## src/rtl/matmul_seq_ctrl_pkg.sv

```systemverilog
// Shared types and helpers for the A-matrix multiply-pass sequencer.
// Fixed geometry: 4 columns x 4 RAM words per column, 16-word coefficient RAM.
package matmul_pkg;

   localparam int NUM_COL       = 4;
   localparam int WORDS_PER_COL = 4;
   localparam int ADDR_W        = 4;

   typedef logic [2:0] state_t;

   localparam state_t S_WAIT_A = 3'd0;
   localparam state_t S_IDLE   = 3'd1;
   localparam state_t S_ISSUE  = 3'd2;
   localparam state_t S_DRAIN  = 3'd3;
   localparam state_t S_OUT    = 3'd4;
   localparam state_t S_DONE   = 3'd5;

   // Column-major word address: each column occupies WORDS_PER_COL consecutive words.
   function automatic int addr_compose(input logic [1:0] col, input logic [1:0] k);
      return int'(col) * WORDS_PER_COL + int'(k);
   endfunction

endpackage

```

## src/rtl/matmul_seq_ctrl_if.sv

```systemverilog
// Sequencer-facing bundle: loader/start inputs, RAM read port, MAC controls, result handshake.
// master = sequencer side, slave = the surrounding datapath/sink.
interface matmul_seq_ctrl_if;
   import matmul_pkg::*;

   logic              aload_done;
   logic              start;
   logic              busy;
   logic              a_rd_en;
   logic [ADDR_W-1:0] a_rd_addr;
   logic              mac_en;
   logic              mac_clr;
   logic [1:0]        x_sel;
   logic              res_valid;
   logic [1:0]        res_col;
   logic              res_ready;
   logic              done;

   modport master (
      input  aload_done, start, res_ready,
      output busy, a_rd_en, a_rd_addr, mac_en, mac_clr, x_sel, res_valid, res_col, done
   );

   modport slave (
      output aload_done, start, res_ready,
      input  busy, a_rd_en, a_rd_addr, mac_en, mac_clr, x_sel, res_valid, res_col, done
   );
endinterface

```

## src/rtl/matmul_seq_ctrl_delay_pipe.sv

```systemverilog
// Fixed-depth shift register that re-times issue-side MAC controls to RAM data arrival.
// Latency DEPTH cycles, no backpressure; clears to zero on reset.
module ctrl_delay_pipe #(
   parameter int DEPTH = 1,
   parameter int WIDTH = 4
) (
   input  logic             clk,
   input  logic             rst,
   input  logic [WIDTH-1:0] i_d,
   output logic [WIDTH-1:0] o_q
);

   logic [WIDTH-1:0] r_sr [DEPTH];

   always_ff @(posedge clk or negedge rst) begin
      if (!rst) begin
         for (int i = 0; i < DEPTH; i++) r_sr[i] <= '0;
      end else begin
         r_sr[0] <= i_d;
         for (int i = 1; i < DEPTH; i++) r_sr[i] <= r_sr[i-1];
      end
   end

   assign o_q = r_sr[DEPTH-1];

endmodule

```

## src/rtl/matmul_seq_ctrl.sv

```systemverilog
// Multiply-pass sequencer: per column, 4 RAM reads, RD_LAT drain, then result held until res_ready.
// Column takes WORDS_PER_COL+RD_LAT+1 cycles unstalled; res_ready low stalls in OUT indefinitely.
module matmul_seq_ctrl
   import matmul_pkg::*;
#(
   parameter int RD_LAT = 1
) (
   input  logic              clk,
   input  logic              rst,
   matmul_seq_ctrl_if.master bus
);

   state_t     r_state;
   logic [1:0] r_col;
   logic [1:0] r_k;
   logic [1:0] r_dcnt;
   logic       r_aload_seen;

   logic       w_issue;
   logic [3:0] w_pipe_d;
   logic [3:0] w_pipe_q;

   always_ff @(posedge clk or negedge rst) begin
      if (!rst) begin
         r_state      <= S_WAIT_A;
         r_col        <= 2'd0;
         r_k          <= 2'd0;
         r_dcnt       <= 2'd0;
         r_aload_seen <= 1'b0;
      end else begin
         if (bus.aload_done) r_aload_seen <= 1'b1;
         case (r_state)
            S_WAIT_A: if (bus.aload_done || r_aload_seen) r_state <= S_IDLE;
            S_IDLE: begin
               if (bus.start) begin
                  r_state <= S_ISSUE;
                  r_col   <= 2'd0;
                  r_k     <= 2'd0;
               end
            end
            S_ISSUE: begin
               if (r_k == 2'(WORDS_PER_COL - 1)) begin
                  r_k     <= 2'd0;
                  r_dcnt  <= 2'd0;
                  r_state <= S_DRAIN;
               end else begin
                  r_k <= r_k + 2'd1;
               end
            end
            S_DRAIN: begin
               if (r_dcnt == 2'(RD_LAT - 1)) r_state <= S_OUT;
               else                          r_dcnt  <= r_dcnt + 2'd1;
            end
            S_OUT: begin
               if (bus.res_ready) begin
                  if (r_col == 2'(NUM_COL - 1)) begin
                     r_state <= S_DONE;
                  end else begin
                     r_col   <= r_col + 2'd1;
                     r_state <= S_ISSUE;
                  end
               end
            end
            S_DONE: begin
               r_col   <= 2'd0;
               r_state <= S_IDLE;
            end
            default: r_state <= S_WAIT_A;
         endcase
      end
   end

   assign w_issue = (r_state == S_ISSUE);

   // x_sel is forced to 0 outside ISSUE so idle MAC controls are all-zero.
   assign w_pipe_d = {w_issue, w_issue && (r_k == 2'd0), w_issue ? r_k : 2'd0};

   ctrl_delay_pipe #(
      .DEPTH (RD_LAT),
      .WIDTH (4)
   ) u_delay_pipe (
      .clk (clk),
      .rst (rst),
      .i_d (w_pipe_d),
      .o_q (w_pipe_q)
   );

   assign bus.mac_en    = w_pipe_q[3];
   assign bus.mac_clr   = w_pipe_q[2];
   assign bus.x_sel     = w_pipe_q[1:0];

   assign bus.a_rd_en   = w_issue;
   assign bus.a_rd_addr = w_issue ? ADDR_W'(addr_compose(r_col, r_k)) : '0;
   assign bus.res_valid = (r_state == S_OUT);
   assign bus.res_col   = (r_state == S_OUT) ? r_col : 2'd0;
   assign bus.done      = (r_state == S_DONE);
   assign bus.busy      = (r_state == S_ISSUE) || (r_state == S_DRAIN) ||
                          (r_state == S_OUT)   || (r_state == S_DONE);

endmodule

```

## src/flat_wrapper.sv

```systemverilog
// flat-port wrapper written by rule: the top's interface ports become plain ports
module matmul_seq_ctrl_flat import matmul_pkg::*;
#(
   parameter int RD_LAT = 1
)
  (clk, rst, bus_aload_done, bus_start, bus_res_ready, bus_busy, bus_a_rd_en, bus_a_rd_addr, bus_mac_en, bus_mac_clr, bus_x_sel, bus_res_valid, bus_res_col, bus_done);
  matmul_seq_ctrl_if bus_i ();
  input  logic clk;
  input  logic rst;
  input wire logic [$bits(bus_i.aload_done)-1:0] bus_aload_done;
  input wire logic [$bits(bus_i.start)-1:0] bus_start;
  input wire logic [$bits(bus_i.res_ready)-1:0] bus_res_ready;
  output wire logic [$bits(bus_i.busy)-1:0] bus_busy;
  output wire logic [$bits(bus_i.a_rd_en)-1:0] bus_a_rd_en;
  output wire logic [$bits(bus_i.a_rd_addr)-1:0] bus_a_rd_addr;
  output wire logic [$bits(bus_i.mac_en)-1:0] bus_mac_en;
  output wire logic [$bits(bus_i.mac_clr)-1:0] bus_mac_clr;
  output wire logic [$bits(bus_i.x_sel)-1:0] bus_x_sel;
  output wire logic [$bits(bus_i.res_valid)-1:0] bus_res_valid;
  output wire logic [$bits(bus_i.res_col)-1:0] bus_res_col;
  output wire logic [$bits(bus_i.done)-1:0] bus_done;
  assign bus_i.aload_done = bus_aload_done;
  assign bus_i.start = bus_start;
  assign bus_i.res_ready = bus_res_ready;
  assign bus_busy = bus_i.busy;
  assign bus_a_rd_en = bus_i.a_rd_en;
  assign bus_a_rd_addr = bus_i.a_rd_addr;
  assign bus_mac_en = bus_i.mac_en;
  assign bus_mac_clr = bus_i.mac_clr;
  assign bus_x_sel = bus_i.x_sel;
  assign bus_res_valid = bus_i.res_valid;
  assign bus_res_col = bus_i.res_col;
  assign bus_done = bus_i.done;
  matmul_seq_ctrl #(.RD_LAT(RD_LAT)) u_core (.clk(clk), .rst(rst), .bus(bus_i));
endmodule
```

## config.mk

```make
export PLATFORM = sky130hd
export DESIGN_NAME = matmul_seq_ctrl_flat
export DESIGN_NICKNAME = d
export VERILOG_FILES = /design/src/rtl/matmul_seq_ctrl_pkg.sv /design/src/rtl/matmul_seq_ctrl_if.sv /design/src/rtl/matmul_seq_ctrl_delay_pipe.sv /design/src/rtl/matmul_seq_ctrl.sv /design/src/flat_wrapper.sv
export SDC_FILE = /design/constraint.sdc
export NUM_CORES = 1
export LEC_CHECK = 0
export CAP_MARGIN = 30
export CORE_MARGIN = 4
export CORE_UTILIZATION = 51
export DETAILED_ROUTE_END_ITERATION = 8
export GPL_TIMING_DRIVEN = 0
export PLACE_DENSITY = 0.82
export SETUP_SLACK_MARGIN = 0.4
export SKIP_CTS_REPAIR_TIMING = 1
export SYNTH_ARGS = -nofsm -noshare
export SYNTH_HDL_FRONTEND = slang
export SYNTH_SLANG_ARGS = --single-unit
```

## constraint.sdc

```tcl
create_clock -name clk -period 3.27 [get_ports clk]
set_input_delay 0.327 -clock clk [delete_from_list [all_inputs] [get_ports clk]]
set_output_delay 0.327 -clock clk [all_outputs]
set_load 0.005 [all_outputs]
```

==> flow_summary_export.csv <==
group,metric,value,unit
floorplanning,core_region_area,0.00137,mm2
clock_network,path_clk_slew,0.09,ns
logic_synthesis,yosysWarningCount,0,
flow_run,drv_cap,0,
global_route,antenna_found_initial,0,
floorplanning,die_w,47.2,um
timing,rsz0062_at_grt,"false",
clock_network,cts_max_path_buffers,2,
pwr,power.density,716,mW/mm2
min_path,hold_class,"input pin to asynchronous set/reset pin",
setup_path,cp_top_family,"buffers and inverters",
outcome,outcome,"complete, no violations",
global_route,grt_pass1_wl,2750,um
global_route,grt_pass1_vias,642,
placement,place.gp.congestion,0.745,
timing,setup_ws,0.888,ns
clock_network,cts_made_buffers,3,
clock_network,cts_sinks,14,
setup_path,critical_path_buf_inv_count,3,
logic_synthesis,synth-seq-cells,14,
route,vias,682,
placement,dpl.cell_count,114,
layout,area_delta_synth_final,30.0,%
layout,finalNonFillerCells,118,
layout,layout-drive-gt1-share,13.6,%
pwr,leakagePower,0.482,nW
setup_path,cp_max_fo,10,
floorplanning,die_h,47.2,um
route,drtIter0Drc,12,
route,drt-met1-wl,683,um
global_route,grt_remaining_overflow,0,
floorplanning,initial_utilization,57.3,%
route,met2_length,837,um
placement,io_buffers,18,
setup_path,path_cells,"buf_2 -> nor2_1 -> and3_1 -> buf_4 -> clkdlybuf4s50_1",
setup_path,critical-path-max-stage-delay,0.49,ns
setup_path,worstPathArrival,2.05,ns
route,routed_via_density,5.78,
logic_synthesis,synth.distinct_cells,32,
timing,worst_slew_pin_slew,0.616,ns
logic_synthesis,synthArstFlopShare,100,%
layout,layout.nets,113,
route,drt.antenna.violating_nets,0,
logic_synthesis,synthCells,81,
timing,relSlewSlack,58.8,%
logic_synthesis,synthesis.area,783,um2
logic_synthesis,yosys-top-cells-area,"dfrtp_1, ha_1, and3_1",
floorplanning,ios,19,
global_route,grt_usage,17.7,%
pwr,clockPowerShare,17.3,%
placement,place_ws,1.23,ns
logic_synthesis,synth_flop_cell,"dfrtp_1",
logic_synthesis,avgSynthCellArea,9.67,um2
pwr,vdd.ir_drop.worst,0.000467,V
setup_path,path_class,"flip-flop to output port",
clock_network,htree_levels,1,
route,drt_pass1_iterations,5,
layout,n_antenna_cell,0,
pwr,p_sw_share,37.6,%
setup_path,cp_slowest_cell,"clkdlybuf4s50_1",
floorplanning,num_rows,13,
logic_synthesis,synth_edf_count,0,
layout,fin_area,0.00102,mm2
route,wl_met3,127,um
timing,fmax,420,MHz
pwr,switchingPower,0.275,mW
logic_synthesis,synth_nets,90,
clock_network,tritoncts,"built",
logic_synthesis,synth-seq-area-share,44.7,%
placement,dp_hpwl,1250,um
setup_path,worstSetupEndpointType,"output port",
clock_network,clkLatencyLatePin,0.29,ns
route,wirelength,1690,um
route,avgRoutedWirePerCell,14.3,um
pwr,p_int,0.455,mW
route,drc,0,
timing,setup_tns,0,ns
clock_network,cts_root_buffer,"clkbuf_4",
timing,finalCritPeriodShare,72.8,%
logic_synthesis,synthMostInstantiatedCell,"dfrtp_1",
timing,clock_skew,0.00443,ns
timing,final-max-slew-violation-count,0,
pwr,combinationalPowerShare,47.4,%
setup_path,r2r_setup_slack,1.85,ns
route,highest_layer,"met4",
global_route,grt_max_degree,15,
timing,timing.final.hold_violations,0,
logic_synthesis,synth_common_cells,"dfrtp_1, inv_1, and3_1, nand2_1",
logic_synthesis,synth_area_leader_cell,"dfrtp_1",
setup_path,critPathRequiredTime,2.94,ns
timing,finalCriticalPeriod,2.38,ns
logic_synthesis,synth_top_area_share,44.7,%
pwr,seqPwrFrac,35.3,%
setup_path,crit_path_start_kind,"flip-flop",
floorplanning,die_area,0.00223,mm2
timing,setup-violations-final,0,
placement,place_area,982,um2
==> power by group through the flow <==
stage                     logic, mW  clock network, mW  registers (mW)
after floorplan               0.216                  0           0.250
after global placement        0.332                  0           0.258
after detailed placement      0.341                  0           0.260
after CTS                     0.346              0.125           0.257
after global routing          0.378              0.134           0.263
final                         0.346              0.127           0.257
==> sequential cells by signal, summed over array words and instances (netlist names) <==
register and flops:
u_core.u_delay_pipe.o_q 4, u_core.r_state 3, u_core.r_col 2, u_core.r_dcnt 2, u_core.r_k 2, u_core.r_aload_seen 1
==> cell usage in the layout, fill, tap and decap left out <==
cell type,netlist,layout
mux2_2,2,2
clkbuf_1,1,1
buf_2,3,3
ha_1,4,4
clkbuf_8,0,1
o32ai_1,1,1
o22ai_1,1,1
o21bai_1,1,1
inv_2,1,1
nor2_1,4,4
mux2i_1,1,1
nor2b_1,1,1
buf_4,2,2
clkbuf_4,0,3
nand2b_1,1,1
or2_2,1,1
nor3_1,1,1
a21o_1,1,1
clkdlybuf4s50_1,0,18
a32o_1,1,1
nand3b_1,3,3
and2_1,1,1
a211oi_1,1,1
inv_1,7,7
nor4_1,2,2
and3b_1,1,1
xor2_1,1,1
a22o_1,3,3
o21ai_0,4,4
or3b_4,1,1
a21oi_1,4,4
and3_1,6,6
nor3b_1,1,1
nand2_1,5,5
dfrtp_1,14,14
==> final cells by class <==
class | count | area, um2
fillers | 105 | 348
inverters | 8 | 30.0
multi-input cells | 53 | 369
clock buffers | 4 | 36.3
repair buffers | 18 | 180
well taps | 15 | 18.8
plain buffers | 6 | 33.8
flip-flops and latches | 14 | 350
==> per-layer routing <==
layer / GRT usage, % / up-vias
met3: 3.83 / 6
met5: 0 / -
li1: - / 327
met4: 6.63 / 0
met2: 32.2 / 27
met1: 20.0 / 322
==> kinds of logic (layout without fill, tap and decap cells) <==
kind of cell,count (synthesis),after routing,synth area share [%]
AO/OA/AOI/OAI,17,17,14.5
XOR/XNOR,1,1,1.12
adder cells (fa/ha/maj),4,4,6.39
buffers and inverters,14,36,8.15
flip-flops,14,14,44.7
multiplexers,3,3,4.15
AND/OR/NAND/NOR,28,28,20.9
==> path summary, 6_finish.rpt <==
check                                                startpoint                                   end  cells past startpoint
worst max-delay path              u_core.r_state[2]$_DFFE_PN0P_                      bus_a_rd_addr[1]                      5
worst min-delay path                                        rst             u_core.r_k[0]$_DFFE_PN0P_                      1
worst max register to register     u_core.r_dcnt[1]$_DFFE_PN0P_          u_core.r_dcnt[0]$_DFFE_PN0P_                      5
worst min register to register  u_core.r_aload_seen$_DFFE_PN0P_       u_core.r_aload_seen$_DFFE_PN0P_                      1
max in group asynchronous                                   rst  u_core.u_delay_pipe.o_q[3]$_DFF_PN0_                      1
min in group clk                u_core.r_aload_seen$_DFFE_PN0P_       u_core.r_aload_seen$_DFFE_PN0P_                      1
==> through the flow <==
step / power, mW / util, % / hold WS (ns)
6_report: 0.730 / 74.5 / 0.416
4_1_cts: 0.728 / 74.5 / 0.452
5_1_grt: 0.775 / 74.5 / 0.477
3_3_place_gp: 0.591 / 71.9 / 0.456
2_1_floorplan: 0.466 / - / 0.0314
3_5_place_dp: 0.601 / 71.9 / 0.483
Note: power is estimated with default switching activity, not from simulation.
==> edit 1: new RTL, same settings <==
`RD_LAT` is set to 1 in 2 places; all go to 2. Comments in the files are not updated.
--- a/src/rtl/matmul_seq_ctrl.sv
+++ b/src/rtl/matmul_seq_ctrl.sv
@@ -4,5 +4,5 @@
    import matmul_pkg::*;
 #(
-   parameter int RD_LAT = 1
+   parameter int RD_LAT = 2
 ) (
    input  logic              clk,
--- a/src/flat_wrapper.sv
+++ b/src/flat_wrapper.sv
@@ -2,5 +2,5 @@
 module matmul_seq_ctrl_flat import matmul_pkg::*;
 #(
-   parameter int RD_LAT = 1
+   parameter int RD_LAT = 2
 )
   (clk, rst, bus_aload_done, bus_start, bus_res_ready, bus_busy, bus_a_rd_en, bus_a_rd_addr, bus_mac_en, bus_mac_clr, bus_x_sel, bus_res_valid, bus_res_col, bus_done);
Check against the original RTL: not equivalent (a bounded check fails within 4 cycles, from zero or initial values and one cycle with rst low).
==> edit 1 against the unedited design <==
Routed wire length increased by 8.3%. Sequential cell count increased by 4. Synthesized area up 23%. Power is 41% higher. Clock skew hardly changed. Critical path depth is the same. Largest cell class is now sequential cells. Sequential share of layout area grew 2.8 points. Sequential power up 42%. Setup slack improved by 0.058 ns. Cell area rose by 19%. Count of clock-buffer cells in the layout did not move. Core utilization is 6.0 points lower.
==> edit 1: results (changes against the unedited design) <==
Clk tree area frac: 0.02999 (-0.005637)
Non-clk bufs: 27 (+13%)
Metal2 WL: 852 um (+1.8%)
Status: finished clean
Switching Share: 0.3550 (-0.02140)
Clock Skew: 0.004263 ns (-0.0001639 ns)
Place WS: 1.280 ns (+0.04753 ns)
Via/cell ratio: 5.324 (-7.9%)
Non-filler instance count after layout: 136 (+15%)
Grt met2 use: 0.2564 (-0.06614)
Largest net degree at the start of global routing: 19 (+4)
Final Cycle Share: 0.7106 (-0.01776)
Mapped Nets: 98 (+8.9%)
Power Sequential: 0.000364 W (+42%)
Met1 usage: 0.2311 (+0.03152)
First-pass GRT wire length: 3.236 mm (+18%)
DR pass1 iterations: 4 (-1)
Synth area leaders: dfrtp_1 47%, ha_1 5.2%, and3_1 3.9%
Combinational power share: 0.515 (+0.041)
Signal buf overhead: 0.2068 (-0.003248)
Distinct cell type count of the synthesized netlist: 33 (+3.1%)
Worst hold slack: 0.3562 ns (-0.05971 ns)
Avg Cell Area, Syn: 10.81 um^2 (+12%)
Routed met3 length: 58 um (-54%)
Placement-stage cell area: 1174 um^2 (+19%)
DR iter-0 viols: 13 (+1)
Nets: 121 (+7.1%)
Synth cell count leaders: 18 x dfrtp_1, 8 x inv_1, 6 x and3_1, 6 x o21ai_0, 5 x buf_4
Fill count: 151 (+44%)
Finished Core Util: 0.6858 (-0.05961)
Tightest Pin Transition: 0.7670 ns (+0.1512 ns)
Placed cells: 132 (+16%)
HPWL Detailed: 1.333 mm (+6.4%)
Layout cell share with drive strength beyond 1: 0.1712 (+0.03525)
WL met1: 891 um (+30%)
Total Power: 0.001031 W (+41%)
Total track usage: 0.1623 (-0.01472)
Post-synthesis sequential area ratio: 0.4681 (+0.02086)
DR WL/cell: 13.42 um (-6.0%)
Final GP Congestion: 0.7808 (+4.7%)
Area of the multi-input gates: 411.6 um^2 (+12%)
CP max-delay cell: dfrtp_1
Hold WC Path Type: reg -> reg
CP arrival: 2.00 ns (-0.05 ns)
Pleak: 0.5514 nW (+14%)
-- edit 1: cells by family (layout without fill, tap and decap cells) --
logic type	after synthesis	count (layout)	share of synthesized area
multiplexers	2	2	0.02211
adder cells (fa/ha/maj)	4	4	0.05202
flip-flops	18	18	0.4681
AO/OA/AOI/OAI	16	16	0.1144
XOR/XNOR	1	1	0.009104
AND/OR/NAND/NOR	31	31	0.2302
buffers and inverters	17	39	0.1040
-- edit 1: worst paths after layout --
check / startpoint / cells after the start / end
max in group asynchronous: rst / 1 / u_core.r_k[1]
min: u_core.u_delay_pipe.r_sr[7] / 0 / u_core.u_delay_pipe.o_q[3]
max reg2reg: u_core.r_col[0] / 4 / u_core.r_col[0]
max: u_core.r_state[2] / 5 / bus_a_rd_addr[1]
min reg2reg: u_core.u_delay_pipe.r_sr[7] / 0 / u_core.u_delay_pipe.o_q[3]
min in group asynchronous: rst / 1 / u_core.r_state[0]
==> edit 2: new RTL, config.mk and constraints unchanged <==
Without the edit above. Make the reset (`rst`) synchronous in 2 clocked blocks.
--- a/src/rtl/matmul_seq_ctrl_delay_pipe.sv
+++ b/src/rtl/matmul_seq_ctrl_delay_pipe.sv
@@ -13,5 +13,5 @@
    logic [WIDTH-1:0] r_sr [DEPTH];
 
-   always_ff @(posedge clk or negedge rst) begin
+   always_ff @(posedge clk) begin
       if (!rst) begin
          for (int i = 0; i < DEPTH; i++) r_sr[i] <= '0;
--- a/src/rtl/matmul_seq_ctrl.sv
+++ b/src/rtl/matmul_seq_ctrl.sv
@@ -21,5 +21,5 @@
    logic [3:0] w_pipe_q;
 
-   always_ff @(posedge clk or negedge rst) begin
+   always_ff @(posedge clk) begin
       if (!rst) begin
          r_state      <= S_WAIT_A;
Function: differs if rst is asserted again (counterexample within 4 cycles, from zero or initial values and one cycle with rst low); with rst held inactive, the same outputs for 10 cycles.
==> edit 2 against the unedited design <==
Fmax increased by 15%. Synthesized area fell by 2.4%. Critical path type unchanged. Die area down 2.0%. Synthesized cell count up 6.2%. Setup slack gained 0.31 ns. First-iteration DRC count down 25%. Final cell count up 4.2%. Cell area down 1.8%. Routed wire length rose by 2.0%. Sequential cell count unchanged. Count of clock-buffer cells in the layout is the same.
Power is not compared: it rests on default switching activity, and its combinational part moved more than twofold at a synthesized area within 25%.
==> edit 2: results (changes against the unedited design) <==
Met1 usage: 0.2220 (+0.02243)
Routed met3 length: 100 um (-21%)
DR pass1 iterations: 4 (-1)
HPWL Detailed: 1.361 mm (+8.6%)
Compound-gate portion of the synthesized area: 0.1686 (+0.02321)
Final GP Congestion: 0.7720 (+3.6%)
Clock Skew: 0.003682 ns (-0.0007448 ns)
Clock Power: 0.000133 W
Largest net degree at the start of global routing: 11 (-4)
Via total after detailed routing: 690 (+1.2%)
Grt met2 use: 0.3187 (-0.003812)
Post-Synthesis Cells: 86 (+6.2%)
Layout cell share with drive strength beyond 1: 0.1481 (+0.01223)
Total track usage: 0.1875 (+0.01057)
Status: finished clean
Final Routed Wirelength: 1.718 mm (+2.0%)
Metal2 WL: 840 um (+0.36%)
DR iter-0 viols: 9 (-3)
Placement-stage cell area: 963.4 um^2 (-1.9%)
Async S/R FF share, synth: 0 (-1.000)
Synth warn: 0 (unchanged)
Hold WC Path Type: reg -> reg
Place WS: 1.482 ns (+0.2495 ns)
First-pass GRT wire length: 2.918 mm (+6.3%)
Distinct cell type count of the synthesized netlist: 34 (+6.3%)
Synth cell count leaders: 14 x dfxtp_1, 11 x nand2_1, 7 x inv_1
Placed cells: 119 (+4.4%)
CTS clk-pin slew, worst paths: 0.09 ns (about the same)
DR WL/cell: 13.97 um (-2.2%)
Total Power: 0.0005020 W
Mapped Nets: 95 (+5.6%)
Synth area leaders: dfxtp_1 37%, ha_1 6.5%, nand2_1 5.4%
WL met1: 740 um (+8.3%)
Slew margin rel.: 0.8014 (+0.2132)
Grt met3 use: 0.03906 (+0.0007483)
Post-Synth Adder-Cell Area: 0.06547 (+0.001569)
Post-synthesis mux area share: 0 (-0.04153)
Post-synthesis sequential area ratio: 0.3666 (-0.08067)
CP arrival: 1.75 ns (-0.30 ns)
CP max-delay cell: clkdlybuf4s50_1
Xor/xnor share of the synthesized area: 0 (-0.01118)
N_diodes: 0 (unchanged)
==> edit 2: layout make-up <==
type,count,area (um^2)
flip-flops and latches,14,280.3
fillers,114,350.3
well taps,15,18.77
repair buffers,18,180.2
inverters,7,26.28
multi-input cells,61,414.1
plain buffers,4,43.79
clock buffers,4,36.28
==> edit 2: path summary, 6_finish.rpt <==
check                                       start               end  slack, ns  cells past startpoint
worst max-delay path            u_core.r_state[0]    bus_res_col[0]       1.19                      4
worst min-delay path             u_core.r_dcnt[1]  u_core.r_dcnt[1]       0.46                      2
worst max register to register    u_core.r_col[0]   u_core.r_col[1]       1.92                      5
worst min register to register   u_core.r_dcnt[1]  u_core.r_dcnt[1]       0.46                      2
==> edit 2: kinds of logic (layout without fill, tap and decap cells) <==
kind of cell    Yosys count  count (layout)
compound gates           17              17
fa+ha+maj                 4               4
buf+inv                  11              33
flops                    14              14
simple gates             40              40
